`src/rtl/imem_loader.sv`:
```
// Framed byte-stream loader for the instruction memory write port.
// Frame: HDR, ADDR_H, ADDR_L, LEN_H, LEN_L, LEN data bytes, XOR checksum.
module imem_loader #(
    parameter int unsigned DW     = 8,
    parameter int unsigned AW     = 16,
    parameter logic [7:0]  HDR    = 8'hA5,
    parameter int unsigned TO_CYC = 100000
) (
    input  logic          clk,
    input  logic          rst_n,
    input  logic [7:0]    in_data,
    input  logic          in_valid,
    output logic          in_ready,
    output logic [DW-1:0] mem_din,
    output logic [AW-1:0] mem_addr,
    output logic          mem_we,
    output logic          busy,
    output logic          load_done,
    output logic          load_err
);

    localparam int unsigned TW = $clog2(TO_CYC + 1);

    typedef enum logic [3:0] {
        S_IDLE, S_ADDR_H, S_ADDR_L, S_LEN_H, S_LEN_L, S_DATA, S_CSUM, S_DONE, S_ERR
    } state_t;

    state_t        state, state_nxt;
    logic [7:0]    addr_hi_q, addr_hi_nxt;
    logic [7:0]    len_hi_q, len_hi_nxt;
    logic [AW-1:0] ptr_q, ptr_nxt;
    logic [15:0]   rem_q, rem_nxt;
    logic [7:0]    csum_q, csum_nxt;
    logic [TW-1:0] to_cnt_q, to_cnt_nxt;
    logic          mem_we_nxt;
    logic [DW-1:0] mem_din_nxt;
    logic [AW-1:0] mem_addr_nxt;
    logic          accept;
    logic          in_frame;

    assign accept   = in_valid && in_ready;
    assign in_frame = (state != S_IDLE) && (state != S_DONE) && (state != S_ERR);

    // Frame parser, write issue and idle timeout
    always_comb begin
        state_nxt    = state;
        addr_hi_nxt  = addr_hi_q;
        len_hi_nxt   = len_hi_q;
        ptr_nxt      = ptr_q;
        rem_nxt      = rem_q;
        csum_nxt     = csum_q;
        to_cnt_nxt   = '0;
        mem_we_nxt   = 1'b0;
        mem_din_nxt  = mem_din;
        mem_addr_nxt = mem_addr;

        case (state)
            S_IDLE: begin
                if (accept && (in_data == HDR)) begin
                    state_nxt = S_ADDR_H;
                    csum_nxt  = 8'h00;
                end
            end
            S_ADDR_H: begin
                if (accept) begin
                    addr_hi_nxt = in_data;
                    csum_nxt    = csum_q ^ in_data;
                    state_nxt   = S_ADDR_L;
                end
            end
            S_ADDR_L: begin
                if (accept) begin
                    ptr_nxt   = AW'({addr_hi_q, in_data});
                    csum_nxt  = csum_q ^ in_data;
                    state_nxt = S_LEN_H;
                end
            end
            S_LEN_H: begin
                if (accept) begin
                    len_hi_nxt = in_data;
                    csum_nxt   = csum_q ^ in_data;
                    state_nxt  = S_LEN_L;
                end
            end
            S_LEN_L: begin
                if (accept) begin
                    csum_nxt = csum_q ^ in_data;
                    rem_nxt  = {len_hi_q, in_data};
                    state_nxt = ({len_hi_q, in_data} == 16'h0000) ? S_CSUM : S_DATA;
                end
            end
            S_DATA: begin
                if (accept) begin
                    mem_we_nxt   = 1'b1;
                    mem_din_nxt  = DW'(in_data);
                    mem_addr_nxt = ptr_q;
                    ptr_nxt      = ptr_q + AW'(1);
                    rem_nxt      = rem_q - 16'd1;
                    csum_nxt     = csum_q ^ in_data;
                    if (rem_q == 16'd1) state_nxt = S_CSUM;
                end
            end
            S_CSUM: begin
                if (accept) state_nxt = (in_data == csum_q) ? S_DONE : S_ERR;
            end
            S_DONE:  state_nxt = S_IDLE;
            S_ERR:   state_nxt = S_IDLE;
            default: state_nxt = S_IDLE;
        endcase

        // Abort when the idle run inside a frame reaches TO_CYC
        if (in_frame && !accept) begin
            if (to_cnt_q == TW'(TO_CYC - 1)) begin
                state_nxt  = S_ERR;
                mem_we_nxt = 1'b0;
            end else begin
                to_cnt_nxt = to_cnt_q + TW'(1);
            end
        end
    end

    always_ff @(posedge clk) begin
        if (!rst_n) begin
            state     <= S_IDLE;
            addr_hi_q <= '0;
            len_hi_q  <= '0;
            ptr_q     <= '0;
            rem_q     <= '0;
            csum_q    <= '0;
            to_cnt_q  <= '0;
            mem_we    <= 1'b0;
            mem_din   <= '0;
            mem_addr  <= '0;
            in_ready  <= 1'b1;
            busy      <= 1'b0;
            load_done <= 1'b0;
            load_err  <= 1'b0;
        end else begin
            state     <= state_nxt;
            addr_hi_q <= addr_hi_nxt;
            len_hi_q  <= len_hi_nxt;
            ptr_q     <= ptr_nxt;
            rem_q     <= rem_nxt;
            csum_q    <= csum_nxt;
            to_cnt_q  <= to_cnt_nxt;
            mem_we    <= mem_we_nxt;
            mem_din   <= mem_din_nxt;
            mem_addr  <= mem_addr_nxt;
            in_ready  <= (state_nxt != S_DONE) && (state_nxt != S_ERR);
            busy      <= (state_nxt != S_IDLE);
            load_done <= (state_nxt == S_DONE);
            load_err  <= (state_nxt == S_ERR);
        end
    end

endmodule
```
`config.mk`:
```
export PLATFORM = sky130hd
export DESIGN_NAME = imem_loader
export DESIGN_NICKNAME = d
export VERILOG_FILES = /design/src/rtl/imem_loader.sv
export SDC_FILE = /design/constraint.sdc
export NUM_CORES = 1
export LEC_CHECK = 0
export CORE_ASPECT_RATIO = 0.9
export CORE_UTILIZATION = 60
export DETAILED_ROUTE_END_ITERATION = 10
export PLACE_DENSITY = 0.86
export SLEW_MARGIN = 20
export SYNTH_ARGS = -nofsm -noshare
export SYNTH_HDL_FRONTEND = slang
export SYNTH_SLANG_ARGS = --single-unit
```
`constraint.sdc`:
```
create_clock -name clk -period 4.3 [get_ports clk]
set_input_delay 1.075 -clock clk [delete_from_list [all_inputs] [get_ports clk]]
set_output_delay 1.075 -clock clk [all_outputs]
set_load 0.02 [all_outputs]
```
==> out/qor.txt <==
Outcome: finished, final reports clean
Worst slew pin tran: 923 ps
Worst Path Buf+Inv: 1
Net count after synthesis: 665
ANT nets after route: 0
Clk Latency, worst-skew pair: 380 ps
Netlist Area Pre-Place: 5220 um2
Final setup fails: 0
Core Util, Final: 0.707
Worst-case clock buffer depth: 2
Multi-input gate area: 2890 um2
Initial antenna violation count: 0
IO Port Bufs: 39
Ys Warns: 0
Standard-cell row count: 31
TritonRoute pass-1 iters: 5
Share of post-route cells with drive strength above 1: 0.0540
Fin Hold WS: 449 ps
Tcrit/Tclk final: 0.692
Core footprint: 8220 um2
RSZ-0062 raised after global routing: false
Die Y-Extent: 90.5 um
FMAX: 336 MHz
Seq cells post-synth: 106
Int Power: 1280 uW
Flop pwr share: 0.595
Yosys top cell area share: 0.407
Initial Utilization: 0.635
Worst-case vdd ir drop: 0.000233 V
Setup TNS: 0 ps
Routed Wire Length: 12200 um
CP Class: primary input to flop
Logic gate share of total power: 0.035
Global placement routability congestion: 0.861
WP data required: 4590 ps
Number of hold buffers added after CTS: 0
Area Growth Syn to Fin: 11.4%
Max Cap Viol: 0
Final non-filler cell total: 782
Area leader, netlist: dfxtp_1
Max stage delay on crit path: 660 ps
Fillcell total: 671
Hold WC Path Type: flop to flop
1st-iter DRT viols: 342
Final Hold Violating Endpoints: 0
Fin crit period: 2980 ps
Top post-synthesis cells by area: dfxtp_1, nand2_1, nor2_1
CTS root buffer: clkbuf_8
Pin count of the biggest net entering global routing: 50
# resized after CTS: 0
Detailed placer's ending HPWL: 8240 um
Sequence of cells on the critical path: clkdlybuf4s50_1, nor4_1, nand4_1, a21o_1, o21ai_0, o21ai_0, and2_1
Psw: 363 uW
Max Slew Vio Count: 0
Number of synthesized flops with an enable pin: 0
Number of global-route vias before repair: 4284
Critical Path Source Type: primary input
Crit path max-delay family: simple AND/OR/NAND/NOR gates
Switching Fraction: 0.220
CP arrival: 3260 ps
Htree depth: 3
GRT overflow: 0
Placed cells: 766
Synth cell types: 65
CTS tree: built
First-pass GRT wire length: 20100 um
Tot Pwr: 1650 uW
Vias after detailed routing: 4683
Cell repeated most along the worst path: o21ai_0
Slew headroom: 0.384
Vias per cell: 5.99
Number of setup buffers added after CTS: 0
Pwr/cell area: 283 nW/um2
DIE WIDTH: 100 um
Syn_area_per_cell: 8.03 um2
Seq/Total Area, Yosys: 0.407
CP Max Fanout: 8
Drt drc: 0
Inserted Diodes: 0
IO Count: 40
Num CTS Buffers: 9
Setup Skew: 10.8 ps
LEAKAGE: 0.00199 uW
CP max-delay cell: clkdlybuf4s50_1
Sequential Area: 2120 um2
Post-synth ARST share: 0
Clock network fraction of design power: 0.370
Mapped Cells: 650
DIE AREA: 9080 um2
Main synth FF type: dfxtp_1
Wire per inst: 15.6 um
Clock Sinks: 106
Most frequent cells in the layout: dfxtp_1, nand2_1, nor2_1
Layout Nets: 677
Commonest non-fill, non-tap cell in the layout: dfxtp_1
Crit. End Element: flop
Tot GR Track Use: 0.279
Worst-path clk slew: 100 ps
-- cell families (layout without fill, tap and decap cells) --
| group | after synthesis | in the layout | share of synthesized area |
|---|---|---|---|
| AOI/OAI and AO/OA | 161 | 161 | 0.200 |
| xor gates and xnor gates | 24 | 24 | 0.0403 |
| adders and majority gates | 4 | 4 | 0.00959 |
| buffers and inverters | 52 | 69 | 0.0407 |
| DFF | 106 | 106 | 0.407 |
| muxes | 18 | 18 | 0.0345 |
| and+or+nand+nor | 285 | 285 | 0.268 |
-- final timing paths --
kind / cells after the start / slack (ps) / from / end
max: 7 / 1320 / in_data[3] / csum_q[6]$_SDFFE_PN0P_
max reg2reg: 6 / 1590 / state[0]$_SDFF_PN0_ / mem_din[6]$_SDFFE_PN0P_
min: 1 / 450 / to_cnt_q[0]$_SDFF_PP0_ / to_cnt_q[0]$_SDFF_PP0_
min reg2reg: 1 / 450 / to_cnt_q[0]$_SDFF_PP0_ / to_cnt_q[0]$_SDFF_PP0_
-- stage by stage --
step | cell area (um2) | worst slack, ps
floorplan | 5220 | 1790
detailed placement | 5620 | 1010
global placement | 5620 | 1100
CTS | 5810 | 1390
finish | 5810 | 1320
global route | 5810 | 1190
-- Yosys cell counts, types with 4 or more instances --
library cell  number
nor3_2             5
nor3_1             8
a21boi_1           8
nor2b_1           10
and3_1             5
xnor2_1           12
a31oi_1            7
inv_1              7
buf_2              8
nand2b_1           7
nor2_1            66
ha_1               4
a21boi_0          26
clkbuf_1          34
xor2_1            12
o21ai_1           14
nand3_1           21
a21oi_1           28
and2_1            18
dfxtp_1          106
mux2i_1           18
o21ai_0           37
nand2_1           99
or3_1              9
nand4_1           11
o221ai_1           4
nor4_1             7
a211oi_1           5
-- power by group through the flow --
stage,combinational [uW],clock [uW],sequential (uW)
6_report,57.8,609,981
5_1_grt,61.5,662,982
4_1_cts,56.2,620,981
3_5_place_dp,56.3,0,1000
3_3_place_gp,55.3,0,1000
2_1_floorplan,35.7,0,1000
-- sequential cells by signal (all words and copies together) (netlist names) --
signal     flops
mem_we         1
mem_din        8
to_cnt_q      17
in_ready       1
load_done      1
csum_q         8
addr_hi_q      8
rem_q         16
ptr_q         16
busy           1
load_err       1
mem_addr      16
state          4
len_hi_q       8
-- routing by layer --
layer  vias up  GRT usage  share of wire
li1       2301          -              -
met1      2171      0.365           0.45
met2       181      0.435           0.46
met3        30     0.0720          0.069
met4         0      0.120          0.024
met5         -          0              0
-- cell type report --
| type | instances | share of cell area |
|---|---|---|
| tap | 115 | 0.0247 |
| inverter | 8 | 0.00516 |
| clock buffer | 11 | 0.0243 |
| timing repair buffer | 45 | 0.0740 |
| clock inverter | 5 | 0.00925 |
| sequential | 106 | 0.365 |
| multi-input combinational | 492 | 0.498 |
No activity file was read; power rests on OpenSTA's default activity.
